$ cat config.mk
export PLATFORM = sky130hd
export DESIGN_NAME = asrv32_wb_ctrl_flat
export DESIGN_NICKNAME = d
export VERILOG_FILES = /design/src/rtl/asrv32_wb_ctrl_if.sv /design/src/rtl/asrv32_wb_ctrl.sv /design/src/flat_wrapper.sv
export SDC_FILE = /design/constraint.sdc
export NUM_CORES = 1
export LEC_CHECK = 0
export CAP_MARGIN = 15
export CORE_MARGIN = 2
export CORE_UTILIZATION = 51
export CTS_CLUSTER_DIAMETER = 150
export DETAILED_ROUTE_END_ITERATION = 8
export GPL_TIMING_DRIVEN = 1
export PLACE_DENSITY = 0.9
export SYNTH_ARGS = -nofsm -noshare
export SYNTH_HDL_FRONTEND = slang
export SYNTH_SLANG_ARGS = --single-unit
$ cat constraint.sdc
create_clock -name i_clk -period 4.2 [get_ports i_clk]
set_clock_uncertainty 0.2 [all_clocks]
set_input_delay 1.05 -clock i_clk [delete_from_list [all_inputs] [get_ports i_clk]]
set_output_delay 1.05 -clock i_clk [all_outputs]
set_load 0.02 [all_outputs]
$ cat src/rtl/asrv32_wb_ctrl_if.sv
// Writeback controller bus: ALU and load result channels, regfile write port and forwarding lookup.
// The controller uses the slave modport; the producing pipeline uses master.
interface asrv32_wb_ctrl_if;
    logic        i_alu_vld;
    logic        o_alu_rdy;
    logic [4:0]  i_alu_rd_addr;
    logic [31:0] i_alu_rd_data;

    logic        i_ld_vld;
    logic        o_ld_rdy;
    logic [4:0]  i_ld_rd_addr;
    logic [31:0] i_ld_data;
    logic [2:0]  i_ld_funct3;
    logic [1:0]  i_ld_addr_lo;

    logic        i_stall;
    logic        o_ce_wr;
    logic [4:0]  o_rd_addr;
    logic [31:0] o_rd_data;

    logic [4:0]  i_rs1_addr;
    logic [4:0]  i_rs2_addr;
    logic        o_fwd_rs1_hit;
    logic [31:0] o_fwd_rs1_data;
    logic        o_fwd_rs2_hit;
    logic [31:0] o_fwd_rs2_data;

    modport master (
        output i_alu_vld, i_alu_rd_addr, i_alu_rd_data,
        output i_ld_vld, i_ld_rd_addr, i_ld_data, i_ld_funct3, i_ld_addr_lo,
        output i_stall, i_rs1_addr, i_rs2_addr,
        input  o_alu_rdy, o_ld_rdy, o_ce_wr, o_rd_addr, o_rd_data,
        input  o_fwd_rs1_hit, o_fwd_rs1_data, o_fwd_rs2_hit, o_fwd_rs2_data
    );

    modport slave (
        input  i_alu_vld, i_alu_rd_addr, i_alu_rd_data,
        input  i_ld_vld, i_ld_rd_addr, i_ld_data, i_ld_funct3, i_ld_addr_lo,
        input  i_stall, i_rs1_addr, i_rs2_addr,
        output o_alu_rdy, o_ld_rdy, o_ce_wr, o_rd_addr, o_rd_data,
        output o_fwd_rs1_hit, o_fwd_rs1_data, o_fwd_rs2_hit, o_fwd_rs2_data
    );
endinterface

$ cat src/rtl/asrv32_wb_ctrl.sv
// Writeback controller: merges ALU and load results into an in-order pending-write FIFO feeding the
// regfile write port. Define ASRV32_WB_FWD_EN to enable forwarding of pending writes to operand fetch.
module asrv32_wb_ctrl #(
    parameter int DEPTH = 4
) (
    input  logic             i_clk,
    input  logic             i_rst,
    asrv32_wb_ctrl_if.slave  bus
);
    localparam int            AW   = $clog2(DEPTH);
    localparam logic [AW:0]   FULL = (AW+1)'(DEPTH);

    logic [4:0]    fifo_addr [DEPTH];
    logic [31:0]   fifo_data [DEPTH];
    logic [AW-1:0] wr_ptr;
    logic [AW-1:0] rd_ptr;
    logic [AW:0]   count;

    logic          ce_q;
    logic [4:0]    rd_addr_q;
    logic [31:0]   rd_data_q;

    logic          not_full;
    logic          fifo_empty;
    logic          alu_acc;
    logic          ld_acc;
    logic [4:0]    acc_addr;
    logic [31:0]   acc_data;
    logic          store;
    logic          pop;
    logic          bypass;
    logic          push;

    logic [7:0]    ld_byte;
    logic [15:0]   ld_half;
    logic [31:0]   ld_fmt;

    assign not_full   = (count != FULL);
    assign fifo_empty = (count == '0);

    // ALU has priority, so the load channel is only offered when the ALU is idle.
    assign bus.o_alu_rdy = ~i_rst & not_full;
    assign bus.o_ld_rdy  = ~i_rst & not_full & ~bus.i_alu_vld;

    assign alu_acc = bus.i_alu_vld & bus.o_alu_rdy;
    assign ld_acc  = bus.i_ld_vld & bus.o_ld_rdy;

    always_comb begin
        ld_byte = bus.i_ld_data[{bus.i_ld_addr_lo, 3'b000} +: 8];
        ld_half = bus.i_ld_data[{bus.i_ld_addr_lo[1], 4'b0000} +: 16];
        case (bus.i_ld_funct3)
            3'd0:    ld_fmt = {{24{ld_byte[7]}}, ld_byte};
            3'd1:    ld_fmt = {{16{ld_half[15]}}, ld_half};
            3'd4:    ld_fmt = {24'd0, ld_byte};
            3'd5:    ld_fmt = {16'd0, ld_half};
            default: ld_fmt = bus.i_ld_data;
        endcase
    end

    assign acc_addr = alu_acc ? bus.i_alu_rd_addr : bus.i_ld_rd_addr;
    assign acc_data = alu_acc ? bus.i_alu_rd_data : ld_fmt;

    // Writes to x0 complete the handshake but are dropped here.
    assign store  = (alu_acc | ld_acc) & (acc_addr != 5'd0);
    assign pop    = ~bus.i_stall & ~fifo_empty;
    assign bypass = ~bus.i_stall & fifo_empty & store;
    assign push   = store & ~bypass;

    always_ff @(posedge i_clk) begin
        if (push) begin
            fifo_addr[wr_ptr] <= acc_addr;
            fifo_data[wr_ptr] <= acc_data;
        end
    end

    always_ff @(posedge i_clk or posedge i_rst) begin
        if (i_rst) begin
            wr_ptr <= '0;
            rd_ptr <= '0;
            count  <= '0;
        end else begin
            if (push) wr_ptr <= wr_ptr + AW'(1);
            if (pop)  rd_ptr <= rd_ptr + AW'(1);
            case ({push, pop})
                2'b10:   count <= count + (AW+1)'(1);
                2'b01:   count <= count - (AW+1)'(1);
                default: count <= count;
            endcase
        end
    end

    always_ff @(posedge i_clk or posedge i_rst) begin
        if (i_rst) begin
            ce_q      <= 1'b0;
            rd_addr_q <= 5'd0;
            rd_data_q <= 32'd0;
        end else if (bus.i_stall) begin
            ce_q <= 1'b0;
        end else if (!fifo_empty) begin
            ce_q      <= 1'b1;
            rd_addr_q <= fifo_addr[rd_ptr];
            rd_data_q <= fifo_data[rd_ptr];
        end else if (store) begin
            ce_q      <= 1'b1;
            rd_addr_q <= acc_addr;
            rd_data_q <= acc_data;
        end else begin
            ce_q <= 1'b0;
        end
    end

    assign bus.o_ce_wr   = ce_q;
    assign bus.o_rd_addr = rd_addr_q;
    assign bus.o_rd_data = rd_data_q;

`ifdef ASRV32_WB_FWD_EN
    logic          fwd1_hit;
    logic [31:0]   fwd1_data;
    logic          fwd2_hit;
    logic [31:0]   fwd2_data;
    logic [AW-1:0] fwd_idx;

    // Scan oldest to newest (output register first) so the newest match overwrites older ones.
    always_comb begin
        fwd1_hit  = 1'b0;
        fwd1_data = 32'd0;
        fwd2_hit  = 1'b0;
        fwd2_data = 32'd0;
        fwd_idx   = '0;
        if (ce_q) begin
            if ((bus.i_rs1_addr != 5'd0) && (rd_addr_q == bus.i_rs1_addr)) begin
                fwd1_hit  = 1'b1;
                fwd1_data = rd_data_q;
            end
            if ((bus.i_rs2_addr != 5'd0) && (rd_addr_q == bus.i_rs2_addr)) begin
                fwd2_hit  = 1'b1;
                fwd2_data = rd_data_q;
            end
        end
        for (int i = 0; i < DEPTH; i++) begin
            fwd_idx = rd_ptr + AW'(i);
            if ((AW+1)'(i) < count) begin
                if ((bus.i_rs1_addr != 5'd0) && (fifo_addr[fwd_idx] == bus.i_rs1_addr)) begin
                    fwd1_hit  = 1'b1;
                    fwd1_data = fifo_data[fwd_idx];
                end
                if ((bus.i_rs2_addr != 5'd0) && (fifo_addr[fwd_idx] == bus.i_rs2_addr)) begin
                    fwd2_hit  = 1'b1;
                    fwd2_data = fifo_data[fwd_idx];
                end
            end
        end
    end

    assign bus.o_fwd_rs1_hit  = fwd1_hit;
    assign bus.o_fwd_rs1_data = fwd1_data;
    assign bus.o_fwd_rs2_hit  = fwd2_hit;
    assign bus.o_fwd_rs2_data = fwd2_data;
`else
    logic unused_fwd_addr;
    assign unused_fwd_addr = ^{bus.i_rs1_addr, bus.i_rs2_addr};

    assign bus.o_fwd_rs1_hit  = 1'b0;
    assign bus.o_fwd_rs1_data = 32'd0;
    assign bus.o_fwd_rs2_hit  = 1'b0;
    assign bus.o_fwd_rs2_data = 32'd0;
`endif

endmodule
$ cat src/flat_wrapper.sv
// flat-port wrapper written by rule: the top's interface ports become plain ports
module asrv32_wb_ctrl_flat 
#(
    parameter int DEPTH = 4
)
  (i_clk, i_rst, bus_i_alu_vld, bus_i_alu_rd_addr, bus_i_alu_rd_data, bus_i_ld_vld, bus_i_ld_rd_addr, bus_i_ld_data, bus_i_ld_funct3, bus_i_ld_addr_lo, bus_i_stall, bus_i_rs1_addr, bus_i_rs2_addr, bus_o_alu_rdy, bus_o_ld_rdy, bus_o_ce_wr, bus_o_rd_addr, bus_o_rd_data, bus_o_fwd_rs1_hit, bus_o_fwd_rs1_data, bus_o_fwd_rs2_hit, bus_o_fwd_rs2_data);
  asrv32_wb_ctrl_if bus_i ();
  input  logic i_clk;
  input  logic i_rst;
  input wire logic [$bits(bus_i.i_alu_vld)-1:0] bus_i_alu_vld;
  input wire logic [$bits(bus_i.i_alu_rd_addr)-1:0] bus_i_alu_rd_addr;
  input wire logic [$bits(bus_i.i_alu_rd_data)-1:0] bus_i_alu_rd_data;
  input wire logic [$bits(bus_i.i_ld_vld)-1:0] bus_i_ld_vld;
  input wire logic [$bits(bus_i.i_ld_rd_addr)-1:0] bus_i_ld_rd_addr;
  input wire logic [$bits(bus_i.i_ld_data)-1:0] bus_i_ld_data;
  input wire logic [$bits(bus_i.i_ld_funct3)-1:0] bus_i_ld_funct3;
  input wire logic [$bits(bus_i.i_ld_addr_lo)-1:0] bus_i_ld_addr_lo;
  input wire logic [$bits(bus_i.i_stall)-1:0] bus_i_stall;
  input wire logic [$bits(bus_i.i_rs1_addr)-1:0] bus_i_rs1_addr;
  input wire logic [$bits(bus_i.i_rs2_addr)-1:0] bus_i_rs2_addr;
  output wire logic [$bits(bus_i.o_alu_rdy)-1:0] bus_o_alu_rdy;
  output wire logic [$bits(bus_i.o_ld_rdy)-1:0] bus_o_ld_rdy;
  output wire logic [$bits(bus_i.o_ce_wr)-1:0] bus_o_ce_wr;
  output wire logic [$bits(bus_i.o_rd_addr)-1:0] bus_o_rd_addr;
  output wire logic [$bits(bus_i.o_rd_data)-1:0] bus_o_rd_data;
  output wire logic [$bits(bus_i.o_fwd_rs1_hit)-1:0] bus_o_fwd_rs1_hit;
  output wire logic [$bits(bus_i.o_fwd_rs1_data)-1:0] bus_o_fwd_rs1_data;
  output wire logic [$bits(bus_i.o_fwd_rs2_hit)-1:0] bus_o_fwd_rs2_hit;
  output wire logic [$bits(bus_i.o_fwd_rs2_data)-1:0] bus_o_fwd_rs2_data;
  assign bus_i.i_alu_vld = bus_i_alu_vld;
  assign bus_i.i_alu_rd_addr = bus_i_alu_rd_addr;
  assign bus_i.i_alu_rd_data = bus_i_alu_rd_data;
  assign bus_i.i_ld_vld = bus_i_ld_vld;
  assign bus_i.i_ld_rd_addr = bus_i_ld_rd_addr;
  assign bus_i.i_ld_data = bus_i_ld_data;
  assign bus_i.i_ld_funct3 = bus_i_ld_funct3;
  assign bus_i.i_ld_addr_lo = bus_i_ld_addr_lo;
  assign bus_i.i_stall = bus_i_stall;
  assign bus_i.i_rs1_addr = bus_i_rs1_addr;
  assign bus_i.i_rs2_addr = bus_i_rs2_addr;
  assign bus_o_alu_rdy = bus_i.o_alu_rdy;
  assign bus_o_ld_rdy = bus_i.o_ld_rdy;
  assign bus_o_ce_wr = bus_i.o_ce_wr;
  assign bus_o_rd_addr = bus_i.o_rd_addr;
  assign bus_o_rd_data = bus_i.o_rd_data;
  assign bus_o_fwd_rs1_hit = bus_i.o_fwd_rs1_hit;
  assign bus_o_fwd_rs1_data = bus_i.o_fwd_rs1_data;
  assign bus_o_fwd_rs2_hit = bus_i.o_fwd_rs2_hit;
  assign bus_o_fwd_rs2_data = bus_i.o_fwd_rs2_data;
  asrv32_wb_ctrl #(.DEPTH(DEPTH)) u_core (.i_clk(i_clk), .i_rst(i_rst), .bus(bus_i));
endmodule
==> run metrics, run 1 <==
crit path capture type=output port; Hold Crit Class=flip-flop to flip-flop; Area Overhead vs Synth=20.4%; Placement Rows=49; Synth cell types=52; crit path kind=input port to output port; clock tree sinks=193; Top FF cell, synth=edfxtp_1; Placement Setup Slack=324 ps; Port Buf Inserts=123; storage element area=5570 sq um; Multi-input gate area=3190 sq um; status=complete, no violations; setup ws final=591 ps; highest-delay cell along the critical path=clkdlybuf4s50_1; total chip power=7210 uW; Tmin final=3610 ps; crit-path cells=clkdlybuf4s50_1 > nor3_1 > clkdlybuf4s50_1; period utilization=85.9%; vias in the first global route=6684; Fmax=277 MHz; largest net degree at the start of global routing=74; Seq/Total Area, Yosys=60.4%; most common cell after layout, fill and taps aside=edfxtp_1; Post-CTS Hold Fix Bufs=0; P_sw=2430 uW; RSZ-0062 raised after global routing=false; CTS resizes=0; vias post-DR=6658; Worst EP required=2950 ps; Die Ht=138 um; slowest stage delay, CP=630 ps; Worst EP arrival=2360 ps; VDD IR max=0.000407 V; clock slew at reported path FFs=60 ps; Crit Path Max Fanout=5; root buffer cell=clkbuf_16; WHS Endpoint=u_core.bus.o_rd_data[1]; final setup vio count=0; Worst R2R Start=u_core.count[0]; Post-synth EDFFs=148; Seq pwr share=39.4%; total CTS buffers=17; Detailed Place HPWL=16.0 mm; synth top area cells=edfxtp_1 (48%), dfrtp_1 (12%), mux4_2 (9.0%); Worst path top cell family by delay=buffers and inverters; placer's final routability congestion estimate=0.937; Clock Latency Late Sink=430 ps; Hold Path Origin=u_core.bus.o_rd_data[1]; H-Tree Level Count=4; Final Max Tran Viols=0; async set-reset flop share out of synthesis=23.3%; net total in the final layout=950; DRC=0; GRT Total Usage=25.1%; global-route wire length before repair=36.7 mm; Internal=4780 uW; DR iter-0 viols=902; Initial Util=51.7%; Routed WL=23.9 mm; Die ar.=19200 sq um; worst path bufs/invs=2; commonest non-fill, non-tap cells in the layout=edfxtp_1 (148), clkdlybuf4s50_1 (123), nand2_1 (95); CTS tree=yes; hold path cells=1; TNS Setup=0 ps; die width=138 um; Synth Warn #=0; antenna diode count=0; Post-DRT Antenna Nets=0; synthesized flop and latch total=193; fillers=1217; core area=17800 sq um; Static Leakage=0.00418 uW; Hold Violations, Final=0; Yosys top cell by area=edfxtp_1; antenna violations before repair=0; synthesized area per cell=12.7 sq um; hold_ws=273 ps; total of max-cap violations=0; Cells after Synth=726; power per standard cell area=649 nW/um^2; Worst slew margin=28.0%; Logic pwr share=38.7%; worst slew pin tran=1080 ps; first-pass detailed-route iteration total=5; most used cell, CP=clkdlybuf4s50_1; synthesized area=9220 sq um; via/cell ratio=6.10; cells on worst reg2reg path=10; post-CTS setup buffers=0; clock share of power=21.9%; share of cells above drive strength 1=11.7%; Synth top area share=48.2%; CP Launch Type=input port; switching share of power=33.7%; FF-to-FF setup slack=1240 ps; IO Pins=200; GRT overflow=0; clk buf depth=2; RR Endpoint=u_core.count[2]; average wire per standard cell=21.9 um
power by group through the flow:
| stage | combinational, uW | sequential [uW] | clock [uW] |
|---|---|---|---|
| floorplan | 1630 | 3010 | 0 |
| global placement | 2640 | 2830 | 0 |
| detailed placement | 2740 | 2870 | 0 |
| CTS | 2780 | 2840 | 1590 |
| global route | 2970 | 2880 | 1670 |
| finish | 2790 | 2840 | 1580 |
worst reg2reg max path: cells and delay by family (launching register included):
family	cells	cell delay, ps
xor gates and xnor gates	2	320
adders and majority gates	2	540
buffers and inverters	2	120
DFF	1	450
and+or+nand+nor	4	1260
logic make-up (layout without fill, tap and decap cells):
kind of cell / Yosys count / in the layout / synth area share, %
and+or+nand+nor: 195 / 195 / 8.67
xor gates and xnor gates: 6 / 6 / 0.570
muxes: 56 / 56 / 11.1
adders and majority gates: 6 / 6 / 0.896
AOI/OAI and AO/OA: 151 / 151 / 10.6
other: 1 / 66 / 0.0407
buffers and inverters: 118 / 190 / 7.68
DFF: 193 / 193 / 60.4
synth_stat cells (3+ instances only):
cell and instances:
edfxtp_1 148, nand2_1 95, nor2_1 76, buf_4 67, dfrtp_1 45, mux4_2 37, o21ai_0 35, clkbuf_1 32
a21oi_1 30, o21ai_1 29, a221o_1 17, mux2i_1 17, o211ai_1 14, inv_1 8, a21o_1 7, a311oi_1 7
buf_2 5, ha_1 5, and2_1 4, a221oi_1 3, buf_1 3, nand2b_1 3, xnor2_1 3, xor2_1 3
how the worst max path moves through the flow:
stage	startpoint	end	cells past startpoint	slack, ps
2_1_floorplan	i_rst	u_core.fifo_addr[0][0]	7	490
3_3_place_gp	bus_i_alu_rd_addr[2]	u_core.count[2]	13	410
3_5_place_dp	bus_i_ld_rd_addr[2]	u_core.count[2]	13	320
4_1_cts	i_rst	bus_o_ld_rdy	3	590
5_1_grt	i_rst	bus_o_ld_rdy	3	500
6_report	i_rst	bus_o_ld_rdy	3	590
layout make-up:
type | count | area share [%]
flip-flops and latches | 193 | 50.2
multi-input cells | 480 | 28.8
clock buffers | 27 | 4.53
repair buffers | 148 | 12.9
inverters | 10 | 0.338
clock inverters | 5 | 0.699
well taps | 229 | 2.58
metrics by stage:
stage / std cells / util, % / instance area (sq um)
5_1_grt: 1092 / 62.2 / 11100
6_report: 1092 / 62.2 / 11100
3_5_place_dp: 1060 / 59.0 / 10500
3_3_place_gp: 1060 / 59.0 / 10500
2_1_floorplan: 791 / - / 9460
4_1_cts: 1092 / 62.2 / 11100
flip-flops by register name, indices dropped and copies added (netlist names):
name,count
u_core.count,3
u_core.wr_ptr,2
u_core.rd_ptr,2
u_core.fifo_addr,20
u_core.fifo_data,128
u_core.bus.o_rd_addr,5
u_core.bus.o_ce_wr,1
u_core.bus.o_rd_data,32
per-layer routing:
layer | GRT usage (%) | wire [um] | up-vias
li1 | - | - | 2797
met1 | 30.7 | 8150 | 3191
met2 | 41.2 | 11900 | 583
met3 | 6.48 | 2760 | 87
met4 | 13.6 | 1150 | 0
met5 | 0 | 0 | -
(Power assumes the default switching activity.)
==> inputs of run 2 (changes only) <==
--- a/config.mk
+++ b/config.mk
@@ -7,11 +7,11 @@
 export LEC_CHECK = 0
 export CAP_MARGIN = 15
 export CORE_MARGIN = 2
-export CORE_UTILIZATION = 51
+export CORE_UTILIZATION = 35
 export CTS_CLUSTER_DIAMETER = 150
 export DETAILED_ROUTE_END_ITERATION = 8
 export GPL_TIMING_DRIVEN = 1
-export PLACE_DENSITY = 0.9
+export PLACE_DENSITY = 0.69
 export SYNTH_ARGS = -nofsm -noshare
 export SYNTH_HDL_FRONTEND = slang
 export SYNTH_SLANG_ARGS = --single-unit
==> run 2 against run 1 <==
  * Worst hold slack gained 7.3 ps
  * Die area increased by 44%
  * Sequential share of layout area down 0.97 points
  * Clock power up 8%
  * Register-to-register slack worse by 50 ps
  * Design area up 2.0%
  * Critical path type unchanged
==> run metrics, run 2 (same netlist as run 1, synthesis figures left out) <==
Die Ht=166 um (+20%); post-CTS setup buffers=0 (unchanged); root buffer cell=clkbuf_16; worst slew pin tran=934 ps (-146 ps); Port Buf Inserts=123 (unchanged); Placement Setup Slack=205 ps (-119 ps); clock tree sinks=193 (unchanged); Internal=4850 uW (+1.6%); vias in the first global route=5924 (-11%); Multi-input gate area=3190 sq um (unchanged); met3 Use GR=4.29% (-2.2 points); Worst EP required=2950 ps (about the same); Area Overhead vs Synth=22.8%; worst path bufs/invs=2 (unchanged); period utilization=86.1% (+0.18 points); highest-delay cell along the critical path=clkdlybuf4s50_1; slowest stage delay, CP=630 ps (about the same); TNS Setup=0 ps (unchanged); Logic pwr share=37.8% (-0.9 points); commonest non-fill, non-tap cells in the layout=edfxtp_1 (148), clkdlybuf4s50_1 (123), nand2_1 (95); Hold Crit Class=flip-flop to flip-flop; CTS tree=yes; Most Crowded Layer GR=met2; Worst slew margin=37.7% (+9.7 points); total of max-cap violations=0 (unchanged); placer's final routability congestion estimate=0.868 (-7.4%); DR iter-0 viols=605 (-33%); antenna violations before repair=1 (+1); Hold Path Origin=u_core.bus.o_rd_data[5]; met1 usage=21.5% (-9.2 points); crit-path cells=clkdlybuf4s50_1 > nor3_1 > clkdlybuf4s50_1; grt met2 use=26.9% (-14 points); FF-to-FF setup slack=1190 ps (-50 ps); Worst path top cell family by delay=buffers and inverters; WHS Endpoint=u_core.bus.o_rd_data[5]; CTS resizes=0 (unchanged); Tmin final=3620 ps (+7.62 ps); most common cell after layout, fill and taps aside=edfxtp_1; crit path kind=input port to output port; CP Launch Type=input port; final setup vio count=0 (unchanged); largest net degree at the start of global routing=48 (-35%); Hold Violations, Final=0 (unchanged); net total in the final layout=951 (+0.11%); Detailed Place HPWL=16.4 mm (+2.4%); max reg flops=128 (unchanged); Worst R2R Start=u_core.count[0]; H-Tree Level Count=4 (unchanged); Fmax=276 MHz (-0.21%); total CTS buffers=17 (unchanged); Crit Path Max Fanout=5 (unchanged); most used cell, CP=clkdlybuf4s50_1; switching share of power=33.1% (-0.57 points); Initial Util=35.5% (-16 points); Post-CTS Hold Fix Bufs=0 (unchanged); power per standard cell area=641 nW/um^2 (-1.3%); status=complete, no violations; clock slew at reported path FFs=70 ps (about the same); first-pass detailed-route iteration total=5 (unchanged); post-route insts no fill=1201 (+10%); Static Leakage=0.00420 uW (+0.64%); share of cells above drive strength 1=12.3% (+0.57 points); Routed WL=22.9 mm (-4.4%); storage element area=5570 sq um (unchanged); placed inst area=10700 sq um (+1.7%); vias post-DR=6169 (-7.3%); post-route cell area=11300 sq um (+2.0%); Clock Latency Late Sink=430 ps (about the same); setup ws final=583 ps (-7.62 ps); RR Endpoint=u_core.count[2]; Post-DRT Antenna Nets=0 (unchanged); global-route wire length before repair=34.7 mm (-5.5%); cells on worst reg2reg path=12 (+2); GRT Total Usage=16.5% (-8.6 points); crit path capture type=output port; P_sw=2400 uW (-1.0%); Die ar.=27700 sq um (+44%); via/cell ratio=5.14 (-16%); DRC=0 (unchanged); core area=26000 sq um (+46%); fillers=2299 (+89%); clock share of power=23.5% (+1.6 points); clk buf depth=2 (unchanged); Worst EP arrival=2370 ps (about the same); IO Pins=200 (unchanged); Final Max Tran Viols=0 (unchanged); RSZ-0062 raised after global routing=false; die width=166 um (+20%); GRT overflow=0 (unchanged); average wire per standard cell=19.1 um (-13%); Inst Count DP=1167 (+10%); VDD IR max=0.000318 V (-22%); hold path cells=1 (unchanged); Placement Rows=59 (+20%); Seq pwr share=38.7% (-0.7 points); largest register by flop count=u_core.fifo_data
==> run 2: how the worst max path moves through the flow <==
stage               startpoint                     end  slack, ps  cells after the start
floorplan                i_rst  u_core.fifo_addr[0][0]        490                      7
global placement         i_rst         u_core.count[2]        230                     13
detailed placement       i_rst         u_core.count[2]        210                     13
CTS                      i_rst            bus_o_ld_rdy        580                      3
global route             i_rst         u_core.count[2]        420                     13
finish                   i_rst            bus_o_ld_rdy        580                      3
==> run 2: worst register-to-register path, delay by kind of cell, from the launching register on <==
kind | cells | cell delay (ps)
simple gates | 5 | 1070
flops | 1 | 450
fa+ha+maj | 2 | 390
mux | 1 | 340
xor+xnor | 2 | 280
buf+inv | 2 | 150
==> run 2: area by class of cell <==
class	instances	share of cell area [%]
clock inverters	13	1.62
diodes	2	0.0442
repair buffers	149	13.0
well taps	335	3.70
clock buffers	19	3.82
flip-flops and latches	193	49.2
multi-input cells	480	28.2
inverters	10	0.332
==> run 2: power groups by stage <==
stage          Combinational [uW]  Sequential [uW]  Clock [uW]
6_report                     2740             2810        1700
5_1_grt                      2970             2860        1800
4_1_cts                      2780             2820        1730
2_1_floorplan                1630             3010           0
3_3_place_gp                 2740             2830           0
3_5_place_dp                 2770             2850           0
==> run 2: stage by stage <==
step	hold slack, ps	power [uW]	util, %
floorplan	267	4640	-
global placement	264	5570	41.2
detailed placement	267	5620	41.2
CTS	282	7330	43.5
global route	301	7630	43.6
finish	280	7260	43.6
==> run 2: per-layer routing <==
metal,wire (um),share of wire [%],vias to the layer above
met4,441,1.9,0
met5,0,0,-
met1,9350,41,3039
met2,11300,49,292
met3,1790,7.8,34
li1,-,-,2804
==> inputs of run 3 (changes only) <==
--- a/config.mk
+++ b/config.mk
@@ -5,13 +5,14 @@
 export SDC_FILE = /design/constraint.sdc
 export NUM_CORES = 1
 export LEC_CHECK = 0
+export ABC_CLOCK_PERIOD_IN_PS = 4200
 export CAP_MARGIN = 15
 export CORE_MARGIN = 2
 export CORE_UTILIZATION = 35
 export CTS_CLUSTER_DIAMETER = 150
 export DETAILED_ROUTE_END_ITERATION = 8
 export GPL_TIMING_DRIVEN = 1
-export PLACE_DENSITY = 0.69
+export PLACE_DENSITY = 0.56
 export SYNTH_ARGS = -nofsm -noshare
 export SYNTH_HDL_FRONTEND = slang
 export SYNTH_SLANG_ARGS = --single-unit
==> run 3 against run 2 <==
  * Via count shrank 2.0%
  * First-iteration DRC count fell by 31%
  * Cell count grew 0.25%
  * Critical endpoint unchanged
==> run metrics, run 3 (same netlist as run 1, synthesis figures left out) <==
Port Buf Inserts=123 (unchanged); Post-CTS Hold Fix Bufs=0 (unchanged); vias post-DR=6043 (-2.0%); Fmax=275 MHz (-0.37%); CP Launch Type=input port; TNS Setup=0 ps (unchanged); max reg flops=128 (unchanged); total CTS buffers=17 (unchanged); RSZ-0062 raised after global routing=false; clock tree sinks=193 (unchanged); total of max-cap violations=0 (unchanged); Area Overhead vs Synth=22.7% (about the same); commonest non-fill, non-tap cells in the layout=edfxtp_1 (148), clkdlybuf4s50_1 (123), nand2_1 (95); VDD IR max=0.000226 V (-29%); Post-DRT Antenna Nets=0 (unchanged); Placement Rows=59 (unchanged); die width=166 um (unchanged); Die Ht=166 um (unchanged); placer's final routability congestion estimate=0.811 (-6.5%); DRC=0 (unchanged); final setup vio count=0 (unchanged); crit path capture type=output port; Detailed Place HPWL=16.0 mm (-2.1%); Die ar.=27700 sq um (unchanged); CTS resizes=0 (unchanged); Inst Count DP=1170 (+0.26%); via/cell ratio=5.02 (-2.3%); global-route wire length before repair=34.9 mm (+0.74%); largest net degree at the start of global routing=48 (unchanged); Tmin final=3630 ps (+13.5 ps); power per standard cell area=631 nW/um^2 (-1.7%); largest register by flop count=u_core.fifo_data; Hold Violations, Final=0 (unchanged); IO Pins=200 (unchanged); worst slew pin tran=913 ps (-21.3 ps); Hold Crit Class=flip-flop to flip-flop; Final Max Tran Viols=0 (unchanged); antenna violations before repair=2 (+1); vias in the first global route=5918 (-0.10%); CTS tree=yes; root buffer cell=clkbuf_16; share of cells above drive strength 1=12.9% (+0.65 points); H-Tree Level Count=4 (unchanged); Worst EP required=2950 ps (about the same); Initial Util=35.5% (unchanged); Routed WL=22.7 mm (-0.69%); average wire per standard cell=18.9 um (-0.94%); GRT overflow=0 (unchanged); clock slew at reported path FFs=70 ps (about the same); core area=26000 sq um (unchanged); first-pass detailed-route iteration total=5 (unchanged); clk buf depth=2 (unchanged); net total in the final layout=954 (+0.32%); post-route insts no fill=1204 (+0.25%); status=complete, no violations; most common cell after layout, fill and taps aside=edfxtp_1; Crit Path Max Fanout=5 (unchanged); Static Leakage=0.00420 uW (about the same); crit path kind=input port to output port; Clock Latency Late Sink=430 ps (about the same); GRT Total Usage=16.6% (+0.17 points); final core occ=43.6% (about the same); period utilization=86.4% (+0.32 points); post-CTS setup buffers=0 (unchanged); fillers=2376 (+3.3%); DR iter-0 viols=419 (-31%); Worst EP arrival=2380 ps (about the same); Worst slew margin=39.1% (+1.4 points)
==> run 3: worst paths after layout <==
kind	startpoint	to	slack (ps)	depth (start not counted)
min in group asynchronous	i_rst	u_core.bus.o_rd_data[9]	830	2
setup reg to reg	u_core.count[0]	u_core.count[2]	1370	12
setup / recovery	i_rst	bus_o_ld_rdy	570	3
hold / removal	u_core.bus.o_rd_data[16]	u_core.bus.o_rd_data[16]	280	2
max in group asynchronous	i_rst	u_core.rd_ptr[0]	2330	3
hold reg to reg	u_core.bus.o_rd_data[16]	u_core.bus.o_rd_data[16]	280	2
==> run 3: stage by stage <==
| step | setup slack (ps) | total power [uW] | cell area, sq um | hold slack, ps |
|---|---|---|---|---|
| floorplan | 495 | 4640 | 9460 | 267 |
| global placement | 387 | 5610 | 10700 | 259 |
| detailed placement | 366 | 5630 | 10700 | 269 |
| CTS | 559 | 7240 | 11300 | 292 |
| global route | 470 | 7550 | 11300 | 313 |
| finish | 570 | 7140 | 11300 | 285 |
==> run 3: per-layer routing <==
| metal | vias up | global-route usage, % | routed length (um) |
|---|---|---|---|
| met5 | - | 0 | 0 |
| met4 | 0 | 5.62 | 398 |
| met2 | 235 | 28.3 | 11300 |
| met1 | 2961 | 21.6 | 9740 |
| met3 | 25 | 3.03 | 1290 |
| li1 | 2822 | - | - |
==> run 3: cell type report <==
type	count	area, sq um	share of cell area [%]
Multi-Input combinational cell	480	3190	28.2
Timing Repair Buffer	152	1500	13.2
Clock inverter	14	153	1.35
Tap cell	335	419	3.70
Sequential cell	193	5570	49.2
Antenna cell	2	5.00	0.0442
Inverter	10	37.5	0.332
Clock buffer	18	439	3.88
==> run 3: worst max-delay path, stage by stage <==
cell and delay, ps:
clkdlybuf4s50_1 490, nor3_1 220, clkdlybuf4s50_1 630
==> run 3: report_power, final <==
group | switching [uW] | internal, uW
sequential | 271 | 2590
combinational | 1410 | 1260
clock | 742 | 856
